File: src/rtl/powerup_effects_pkg.sv
// Shared gift-kind codes and default effect constants used by the gift stage
// and powerup_effects.
package powerup_effects_pkg;

  typedef enum logic [2:0] {
    CHP = 3'd0,
    SPP = 3'd1,
    GBL = 3'd2,
    SPB = 3'd3,
    CHB = 3'd4,
    HID = 3'd5,
    SOT = 3'd6,
    DRP = 3'd7
  } gift_kind_e;

  localparam int DEF_TW        = 10;
  localparam int DEF_DUR_TICKS = 600;
  localparam int DEF_SHOT_W    = 3;
  localparam int DEF_SHOT_ADD  = 3;
  localparam int DEF_MAX_SHOTS = 7;

endpackage

File: src/rtl/powerup_effects_if.sv
// Bundle between the gift stage and game logic (master) and powerup_effects
// (slave).
interface powerup_effects_if
  import powerup_effects_pkg::*;
#(
  parameter int SHOT_W = DEF_SHOT_W
);
  logic              tick;
  logic              clear;
  logic              paddle_size;
  logic              paddle_speed;
  logic              give_ball;
  logic              ball_speed;
  logic              ball_size;
  logic              ball_display;
  logic              get_shot;
  logic              drop_block;
  logic              fire;
  logic              ball_ack;
  logic              drop_ack;
  logic              wide_paddle;
  logic              fast_paddle;
  logic              fast_ball;
  logic              big_ball;
  logic              ball_hidden;
  logic [SHOT_W-1:0] shots;
  logic              shot_fire;
  logic              ball_req;
  logic              drop_req;

  modport master (
    output tick, clear, paddle_size, paddle_speed, give_ball, ball_speed,
           ball_size, ball_display, get_shot, drop_block, fire, ball_ack, drop_ack,
    input  wide_paddle, fast_paddle, fast_ball, big_ball, ball_hidden,
           shots, shot_fire, ball_req, drop_req
  );

  modport slave (
    input  tick, clear, paddle_size, paddle_speed, give_ball, ball_speed,
           ball_size, ball_display, get_shot, drop_block, fire, ball_ack, drop_ack,
    output wide_paddle, fast_paddle, fast_ball, big_ball, ball_hidden,
           shots, shot_fire, ball_req, drop_req
  );

endinterface

File: src/rtl/powerup_effects_effect_timer.sv
// effect_timer: one timed effect. A load sets the lifetime, tick counts it down,
// and active is high while the count is nonzero.
module effect_timer
  import powerup_effects_pkg::*;
#(
  parameter int TW        = DEF_TW,
  parameter int DUR_TICKS = DEF_DUR_TICKS
) (
  input  logic clock,
  input  logic reset,
  input  logic load,
  input  logic tick,
  input  logic clear,
  output logic active
);

  logic [TW-1:0] cnt_q, cnt_d;

  // NOTE: combinational blocks assign a default first so no path leaves a latch.
  always_comb begin
    cnt_d = cnt_q;
    if (clear)
      cnt_d = '0;
    else if (load)
      cnt_d = TW'(DUR_TICKS);
    else if (tick && cnt_q != '0)
      cnt_d = cnt_q - TW'(1);
  end

  // active follows the next count, so it rises on the load edge and falls on
  // the edge of the final tick.
  // NOTE: state registers use non-blocking assignments so all flops update together.
  always_ff @(posedge clock or negedge reset) begin
    if (!reset) begin
      cnt_q  <= '0;
      active <= 1'b0;
    end else begin
      cnt_q  <= cnt_d;
      active <= (cnt_d != '0);
    end
  end

endmodule

File: src/rtl/powerup_effects.sv
// powerup_effects: turns gift-hit pulses into held effects, a shot budget and
// req/ack grants. Define POWERUP_HIDE_EN to build the ball_hidden timer.
module powerup_effects
  import powerup_effects_pkg::*;
#(
  parameter int DUR_TICKS = DEF_DUR_TICKS,
  parameter int TW        = DEF_TW,
  parameter int SHOT_W    = DEF_SHOT_W,
  parameter int SHOT_ADD  = DEF_SHOT_ADD,
  parameter int MAX_SHOTS = DEF_MAX_SHOTS
) (
  input logic              clock,
  input logic              reset,
  powerup_effects_if.slave bus
);

  localparam logic [SHOT_W:0] ADD_EXT = (SHOT_W+1)'(SHOT_ADD);
  localparam logic [SHOT_W:0] MAX_EXT = (SHOT_W+1)'(MAX_SHOTS);

  effect_timer #(.TW(TW), .DUR_TICKS(DUR_TICKS)) u_wide (
    .clock(clock), .reset(reset), .load(bus.paddle_size), .tick(bus.tick),
    .clear(bus.clear), .active(bus.wide_paddle)
  );

  effect_timer #(.TW(TW), .DUR_TICKS(DUR_TICKS)) u_fast_paddle (
    .clock(clock), .reset(reset), .load(bus.paddle_speed), .tick(bus.tick),
    .clear(bus.clear), .active(bus.fast_paddle)
  );

  effect_timer #(.TW(TW), .DUR_TICKS(DUR_TICKS)) u_fast_ball (
    .clock(clock), .reset(reset), .load(bus.ball_speed), .tick(bus.tick),
    .clear(bus.clear), .active(bus.fast_ball)
  );

  effect_timer #(.TW(TW), .DUR_TICKS(DUR_TICKS)) u_big_ball (
    .clock(clock), .reset(reset), .load(bus.ball_size), .tick(bus.tick),
    .clear(bus.clear), .active(bus.big_ball)
  );

`ifdef POWERUP_HIDE_EN
  effect_timer #(.TW(TW), .DUR_TICKS(DUR_TICKS)) u_hidden (
    .clock(clock), .reset(reset), .load(bus.ball_display), .tick(bus.tick),
    .clear(bus.clear), .active(bus.ball_hidden)
  );
`else
  logic hide_unused;
  assign hide_unused     = bus.ball_display;
  assign bus.ball_hidden = 1'b0;
`endif

  logic [SHOT_W-1:0] shots_q, shots_d;
  logic [SHOT_W:0]   shot_sum;
  logic              accept;
  logic              shot_fire_q;
  logic [1:0]        ball_cnt_q, ball_cnt_d;
  logic              ball_ack_ok;
  logic              drop_q, drop_d;

  // The sum is one bit wider than shots so a grant on top of a near-full
  // budget saturates instead of wrapping.
  always_comb begin
    accept   = bus.fire && (shots_q != '0) && !bus.clear;
    shot_sum = {1'b0, shots_q} - (SHOT_W+1)'(accept)
             + (bus.get_shot ? ADD_EXT : '0);
    shots_d  = (shot_sum > MAX_EXT) ? MAX_EXT[SHOT_W-1:0] : shot_sum[SHOT_W-1:0];
    if (bus.clear)
      shots_d = '0;
  end

  // A grant and a consumed ack in the same cycle cancel, even when saturated.
  always_comb begin
    ball_ack_ok = bus.ball_ack && (ball_cnt_q != 2'd0);
    ball_cnt_d  = ball_cnt_q;
    if (bus.clear)
      ball_cnt_d = 2'd0;
    else if (bus.give_ball && ball_ack_ok)
      ball_cnt_d = ball_cnt_q;
    else if (bus.give_ball && ball_cnt_q != 2'd3)
      ball_cnt_d = ball_cnt_q + 2'd1;
    else if (ball_ack_ok)
      ball_cnt_d = ball_cnt_q - 2'd1;
  end

  // A new drop_block outranks the ack so a coincident grant is never lost.
  always_comb begin
    drop_d = drop_q;
    if (bus.clear)
      drop_d = 1'b0;
    else if (bus.drop_block)
      drop_d = 1'b1;
    else if (bus.drop_ack && drop_q)
      drop_d = 1'b0;
  end

  always_ff @(posedge clock or negedge reset) begin
    if (!reset) begin
      shots_q     <= '0;
      shot_fire_q <= 1'b0;
      ball_cnt_q  <= 2'd0;
      drop_q      <= 1'b0;
    end else begin
      shots_q     <= shots_d;
      shot_fire_q <= accept;
      ball_cnt_q  <= ball_cnt_d;
      drop_q      <= drop_d;
    end
  end

  assign bus.shots     = shots_q;
  assign bus.shot_fire = shot_fire_q;
  assign bus.ball_req  = (ball_cnt_q != 2'd0);
  assign bus.drop_req  = drop_q;

endmodule

File: src/flat_wrapper.sv
// flat-port wrapper written by rule: the top's interface ports become plain ports
module powerup_effects_flat import powerup_effects_pkg::*;
#(
  parameter int DUR_TICKS = DEF_DUR_TICKS,
  parameter int TW        = DEF_TW,
  parameter int SHOT_W    = DEF_SHOT_W,
  parameter int SHOT_ADD  = DEF_SHOT_ADD,
  parameter int MAX_SHOTS = DEF_MAX_SHOTS
)
  (clock, reset, bus_tick, bus_clear, bus_paddle_size, bus_paddle_speed, bus_give_ball, bus_ball_speed, bus_ball_size, bus_ball_display, bus_get_shot, bus_drop_block, bus_fire, bus_ball_ack, bus_drop_ack, bus_wide_paddle, bus_fast_paddle, bus_fast_ball, bus_big_ball, bus_ball_hidden, bus_shots, bus_shot_fire, bus_ball_req, bus_drop_req);
  powerup_effects_if #(.SHOT_W(SHOT_W)) bus_i ();
  input logic clock;
  input logic reset;
  input wire logic [$bits(bus_i.tick)-1:0] bus_tick;
  input wire logic [$bits(bus_i.clear)-1:0] bus_clear;
  input wire logic [$bits(bus_i.paddle_size)-1:0] bus_paddle_size;
  input wire logic [$bits(bus_i.paddle_speed)-1:0] bus_paddle_speed;
  input wire logic [$bits(bus_i.give_ball)-1:0] bus_give_ball;
  input wire logic [$bits(bus_i.ball_speed)-1:0] bus_ball_speed;
  input wire logic [$bits(bus_i.ball_size)-1:0] bus_ball_size;
  input wire logic [$bits(bus_i.ball_display)-1:0] bus_ball_display;
  input wire logic [$bits(bus_i.get_shot)-1:0] bus_get_shot;
  input wire logic [$bits(bus_i.drop_block)-1:0] bus_drop_block;
  input wire logic [$bits(bus_i.fire)-1:0] bus_fire;
  input wire logic [$bits(bus_i.ball_ack)-1:0] bus_ball_ack;
  input wire logic [$bits(bus_i.drop_ack)-1:0] bus_drop_ack;
  output wire logic [$bits(bus_i.wide_paddle)-1:0] bus_wide_paddle;
  output wire logic [$bits(bus_i.fast_paddle)-1:0] bus_fast_paddle;
  output wire logic [$bits(bus_i.fast_ball)-1:0] bus_fast_ball;
  output wire logic [$bits(bus_i.big_ball)-1:0] bus_big_ball;
  output wire logic [$bits(bus_i.ball_hidden)-1:0] bus_ball_hidden;
  output wire logic [$bits(bus_i.shots)-1:0] bus_shots;
  output wire logic [$bits(bus_i.shot_fire)-1:0] bus_shot_fire;
  output wire logic [$bits(bus_i.ball_req)-1:0] bus_ball_req;
  output wire logic [$bits(bus_i.drop_req)-1:0] bus_drop_req;
  assign bus_i.tick = bus_tick;
  assign bus_i.clear = bus_clear;
  assign bus_i.paddle_size = bus_paddle_size;
  assign bus_i.paddle_speed = bus_paddle_speed;
  assign bus_i.give_ball = bus_give_ball;
  assign bus_i.ball_speed = bus_ball_speed;
  assign bus_i.ball_size = bus_ball_size;
  assign bus_i.ball_display = bus_ball_display;
  assign bus_i.get_shot = bus_get_shot;
  assign bus_i.drop_block = bus_drop_block;
  assign bus_i.fire = bus_fire;
  assign bus_i.ball_ack = bus_ball_ack;
  assign bus_i.drop_ack = bus_drop_ack;
  assign bus_wide_paddle = bus_i.wide_paddle;
  assign bus_fast_paddle = bus_i.fast_paddle;
  assign bus_fast_ball = bus_i.fast_ball;
  assign bus_big_ball = bus_i.big_ball;
  assign bus_ball_hidden = bus_i.ball_hidden;
  assign bus_shots = bus_i.shots;
  assign bus_shot_fire = bus_i.shot_fire;
  assign bus_ball_req = bus_i.ball_req;
  assign bus_drop_req = bus_i.drop_req;
  powerup_effects #(.DUR_TICKS(DUR_TICKS), .TW(TW), .SHOT_W(SHOT_W), .SHOT_ADD(SHOT_ADD), .MAX_SHOTS(MAX_SHOTS)) u_core (.clock(clock), .reset(reset), .bus(bus_i));
endmodule
File: config.mk
export PLATFORM = sky130hd
export DESIGN_NAME = powerup_effects_flat
export DESIGN_NICKNAME = d
export VERILOG_FILES = /design/src/rtl/powerup_effects_pkg.sv /design/src/rtl/powerup_effects_if.sv /design/src/rtl/powerup_effects_effect_timer.sv /design/src/rtl/powerup_effects.sv /design/src/flat_wrapper.sv
export SDC_FILE = /design/constraint.sdc
export NUM_CORES = 1
export LEC_CHECK = 0
export CAP_MARGIN = 20
export CORE_MARGIN = 1
export CORE_UTILIZATION = 25
export CTS_CLUSTER_SIZE = 10
export DETAILED_ROUTE_END_ITERATION = 10
export GPL_ROUTABILITY_DRIVEN = 0
export SLEW_MARGIN = 30
export SYNTH_ARGS = -nofsm -noshare
export SYNTH_HDL_FRONTEND = slang
export SYNTH_SLANG_ARGS = --single-unit
export TNS_END_PERCENT = 30
File: constraint.sdc
create_clock -name clock -period 2.7 [get_ports clock]
set_clock_uncertainty 0.1 [all_clocks]
set_input_delay 0.405 -clock clock [delete_from_list [all_inputs] [get_ports clock]]
set_output_delay 0.405 -clock clock [all_outputs]
set_load 0.05 [all_outputs]
==> results.md <==
- Worst flop-to-flop path startpoint: u_core.u_fast_ball.cnt_q[0]
- Via/cell ratio: 4.898
- Combined global-route utilization of all metal layers: 11.33%
- CTS sink cnt: 51
- Leak pwr: 0.001559 uW
- Worst-path fanout max: 6
- Total of buffers placed on input and output ports: 23
- Ordered list of cells on the worst path: clkdlybuf4s50_1 -> buf_4 -> or4b_2 -> nor4_1 -> nand2_1 -> xor2_1 -> a21oi_1 -> nand4b_1
- Status: finished with violations
- Dominant delay contributor by cell family on the critical path: simple AND/OR/NAND/NOR gates
- Hold slack: -0.005755 ns
- # resized after CTS: 0
- DRC viols: 0
- Syn Nets: 356
- Crit share post-route: 92.30%
- Final global-route overflow total: 0
- First element of the critical path: bus_tick
- Die Wd: 110.7 um
- Number of hold violations in the final report: 5
- Residual antenna-violating net count after detailed routing: 0
- Count of flip-flops with a built-in enable after synthesis: 0
- Standard cell core area: 11,470 sq um
- Nets: 399
- Share of synthesized area occupied by flip-flops and latches: 43.22%
- Final core area utilization: 31.97%
- Arr. time, crit path: 2.55 ns
- Mean instance size in the synthesized netlist: 8.921 sq um
- Number of failing setup endpoints in the final timing report: 0
- Filler cell count: 1,186
- Post-DP HPWL: 4.988 mm
- Placed standard-cell area: 3506 sq um
- Time the worst path needs with I/O delays and setup: 2.492 ns
- Largest cells by area after synthesis: sky130_fd_sc_hd__dfrtp_1, sky130_fd_sc_hd__nor2_1, sky130_fd_sc_hd__a21oi_1
- Final design area excluding fillers: 3666 sq um
- Number of buffers added by the clock tree synthesis step: 5
- Fin Setup TNS: 0 ns
- Full die area: 12,250 sq um
- Post CTS Setup Buffer Count: 0
- Most area-hungry cell type in the Yosys netlist: sky130_fd_sc_hd__dfrtp_1
- Number of diodes: 0
- Main flop type after synthesis: sky130_fd_sc_hd__dfrtp_1
- CTS Root Buffer Type: sky130_fd_sc_hd__clkbuf_16
- Synth-to-layout area growth: 24.15%
- Buffers & Inverters on Critical Path: 2
- Post-synthesis instance total: 331
- First-pass DRT Iterations: 4
- Power per cell area: 646.3 nW/um^2
- Worst relative slew slack: 59.81%
- DRT iter0 DRCs: 86
- Number of antenna violations at the first check in global routing: 0
- Overall routed net length: 6.614 mm
- Worst Setup End Kind: flop
- Number of buffers inserted by hold repair at cts: 0
- Synth Register Bits: 51
- Slew of the pin with the lowest slew margin: 0.5973 ns
- Number of unique standard cell types used by synthesis: 56
- Post-synthesis async set-or-reset flop share: 100.0%
- Cell row count: 39
- Number of synthesis warnings: 0
- Critical register-to-register path endpoint: u_core.u_fast_ball.active
- Die extent in y: 110.7 um
- Startpoint kind of the worst setup timing path: primary input
- Worst reg-to-reg setup slack: 0.25 ns
- Post-Syn Area: 2953 sq um
- Worst voltage drop across the vdd grid: 0.2549 mV
- Via count: 2,537
- Worst-path clk slew: 0.07 ns
- Kind of path behind the tightest hold check: primary input to asynchronous set/reset pin
- Worst-path cell with the longest stage delay: sky130_fd_sc_hd__or4b_2
- Clk buf depth: 2
- First-pass GRT wire length: 11.63 mm
- Violated checks: negative hold slack
- Worst Setup Path Type: primary input to flop
- Max-capacitance violation count: 0
- Later-pin clock latency in the skew report: 0.29 ns
- Number of H-tree levels: 2
- Unrepaired setup endpoints after global routing: no
- TritonCTS clock tree: built
- CP endpoint: u_core.u_wide.active
- Pin count of the biggest net entering global routing: 30
- Routed length per instance: 12.77 um
- Effective utilization at floorplan: 25.75%
- Highest clock rate: 0.4013 GHz
- Top cell type's share of synthesized area: 43.22%
- Reg2Reg Depth: 7
- Vias in the first global route: 2,558
- WP data required: 2.76 ns
- Number of logic stages on the critical path including buffering: 8
- Peak per-stage delay on the critical path: 0.66 ns
- Share of final-layout standard cells stronger than drive strength 1: 12.53%
- IO Pins: 26
- Max-slew violation count: 0
per-stage QoR:
stage | total power [uW] | worst slack [ns] | cells
final | 2369 | 0.2079 | 518
after global routing | 2530 | 0.04031 | 518
after CTS | 2398 | 0.2018 | 518
after detailed placement | 1713 | -0.09774 | 510
after global placement | 1694 | -0.09713 | 510
after floorplan | 1463 | 0.03702 | 331
cell families after synthesis:
| group | share of synthesized area (%) |
|---|---|
| mux | 1.356 |
| fa+ha+maj | 4.492 |
| buf+inv | 4.916 |
| xor+xnor | 4.746 |
| compound gates | 13.69 |
| simple gates | 27.46 |
| flops | 43.22 |
| other cells | 0.1270 |
power breakdown:
group / switching (uW) / internal (uW)
combinational: 460 / 330
clock: 276 / 394
sequential: 71.3 / 838
state kept, by name, indices dropped and copies added (netlist names):
name                         flops
u_core.ball_cnt_q                2
u_core.bus.drop_req              1
u_core.bus.shot_fire             1
u_core.bus.shots                 3
u_core.u_big_ball.active         1
u_core.u_big_ball.cnt_q         10
u_core.u_fast_ball.active        1
u_core.u_fast_ball.cnt_q        10
u_core.u_fast_paddle.active      1
u_core.u_fast_paddle.cnt_q      10
u_core.u_wide.active             1
u_core.u_wide.cnt_q             10
Yosys cell counts, types with 4 or more instances:
cell and number:
sky130_fd_sc_hd__a21oi_1 28, sky130_fd_sc_hd__a31oi_1 7, sky130_fd_sc_hd__clkbuf_1 7, sky130_fd_sc_hd__dfrtp_1 51
sky130_fd_sc_hd__ha_1 9, sky130_fd_sc_hd__inv_1 25, sky130_fd_sc_hd__mux2i_1 4, sky130_fd_sc_hd__nand2_1 21
sky130_fd_sc_hd__nand3_1 4, sky130_fd_sc_hd__nand3b_1 4, sky130_fd_sc_hd__nand4b_1 6, sky130_fd_sc_hd__nor2_1 40
sky130_fd_sc_hd__nor2b_1 6, sky130_fd_sc_hd__nor3_1 12, sky130_fd_sc_hd__nor4_1 15, sky130_fd_sc_hd__o21ai_0 11
sky130_fd_sc_hd__or2_2 6, sky130_fd_sc_hd__or3_1 9, sky130_fd_sc_hd__or4_1 7, sky130_fd_sc_hd__xnor2_1 10
sky130_fd_sc_hd__xor2_1 6
worst min-delay path by stage:
stage	end	slack, ns	cells after the start	startpoint
floorplan	u_core.ball_cnt_q[0]	0.009	0	reset
global placement	u_core.u_wide.active	0.32	1	reset
detailed placement	u_core.u_wide.cnt_q[6]	0.32	1	reset
CTS	u_core.u_wide.cnt_q[6]	0.01	1	reset
global route	u_core.u_wide.active	0.04	1	reset
finish	u_core.u_wide.cnt_q[6]	-0.006	1	reset
worst reg2reg max path, stage by stage, from the launching register on:
cell and delay [ns]:
sky130_fd_sc_hd__dfrtp_1 0.39, sky130_fd_sc_hd__inv_1 0.12, sky130_fd_sc_hd__ha_1 0.21, sky130_fd_sc_hd__or3b_2 0.49
sky130_fd_sc_hd__or4_4 0.45, sky130_fd_sc_hd__a41o_1 0.27, sky130_fd_sc_hd__nor3_2 0.17, sky130_fd_sc_hd__nand4b_1 0.11
area by class of cell:
| class | count | area, sq um | area share [%] |
|---|---|---|---|
| flip-flops and latches | 51 | 1276 | 34.81 |
| multi-input cells | 243 | 1531 | 41.77 |
| clock buffers | 7 | 152.6 | 4.164 |
| inverters | 25 | 93.84 | 2.560 |
| clock inverters | 1 | 7.507 | 0.2048 |
| repair buffers | 48 | 425.4 | 11.60 |
| well taps | 143 | 178.9 | 4.881 |
per-layer routing:
metal  track usage (%)  wire (um)  vias up
met3             2.023        140       13
met5                 0          0        -
met2             18.67       3046       30
li1                  -          -     1262
met1             14.58       3242     1232
met4             4.800        185        0
cell usage in the layout, fill, tap and decap left out, types with 5 or more instances in the layout:
master / count
sky130_fd_sc_hd__xor2_1: 6
sky130_fd_sc_hd__nand2_1: 21
sky130_fd_sc_hd__ha_1: 9
sky130_fd_sc_hd__nor2_1: 40
sky130_fd_sc_hd__nor4_1: 15
sky130_fd_sc_hd__nor2b_1: 6
sky130_fd_sc_hd__clkdlybuf4s50_1: 22
sky130_fd_sc_hd__or4_1: 7
sky130_fd_sc_hd__buf_4: 24
sky130_fd_sc_hd__xnor2_1: 10
sky130_fd_sc_hd__dfrtp_1: 51
sky130_fd_sc_hd__nand4b_1: 6
sky130_fd_sc_hd__a31oi_1: 7
sky130_fd_sc_hd__o21ai_0: 11
sky130_fd_sc_hd__or3_1: 9
sky130_fd_sc_hd__inv_1: 25
sky130_fd_sc_hd__clkbuf_16: 5
sky130_fd_sc_hd__a21oi_1: 28
sky130_fd_sc_hd__nor3_1: 12
sky130_fd_sc_hd__or2_2: 6
Note: power is estimated with default switching activity, not from simulation.
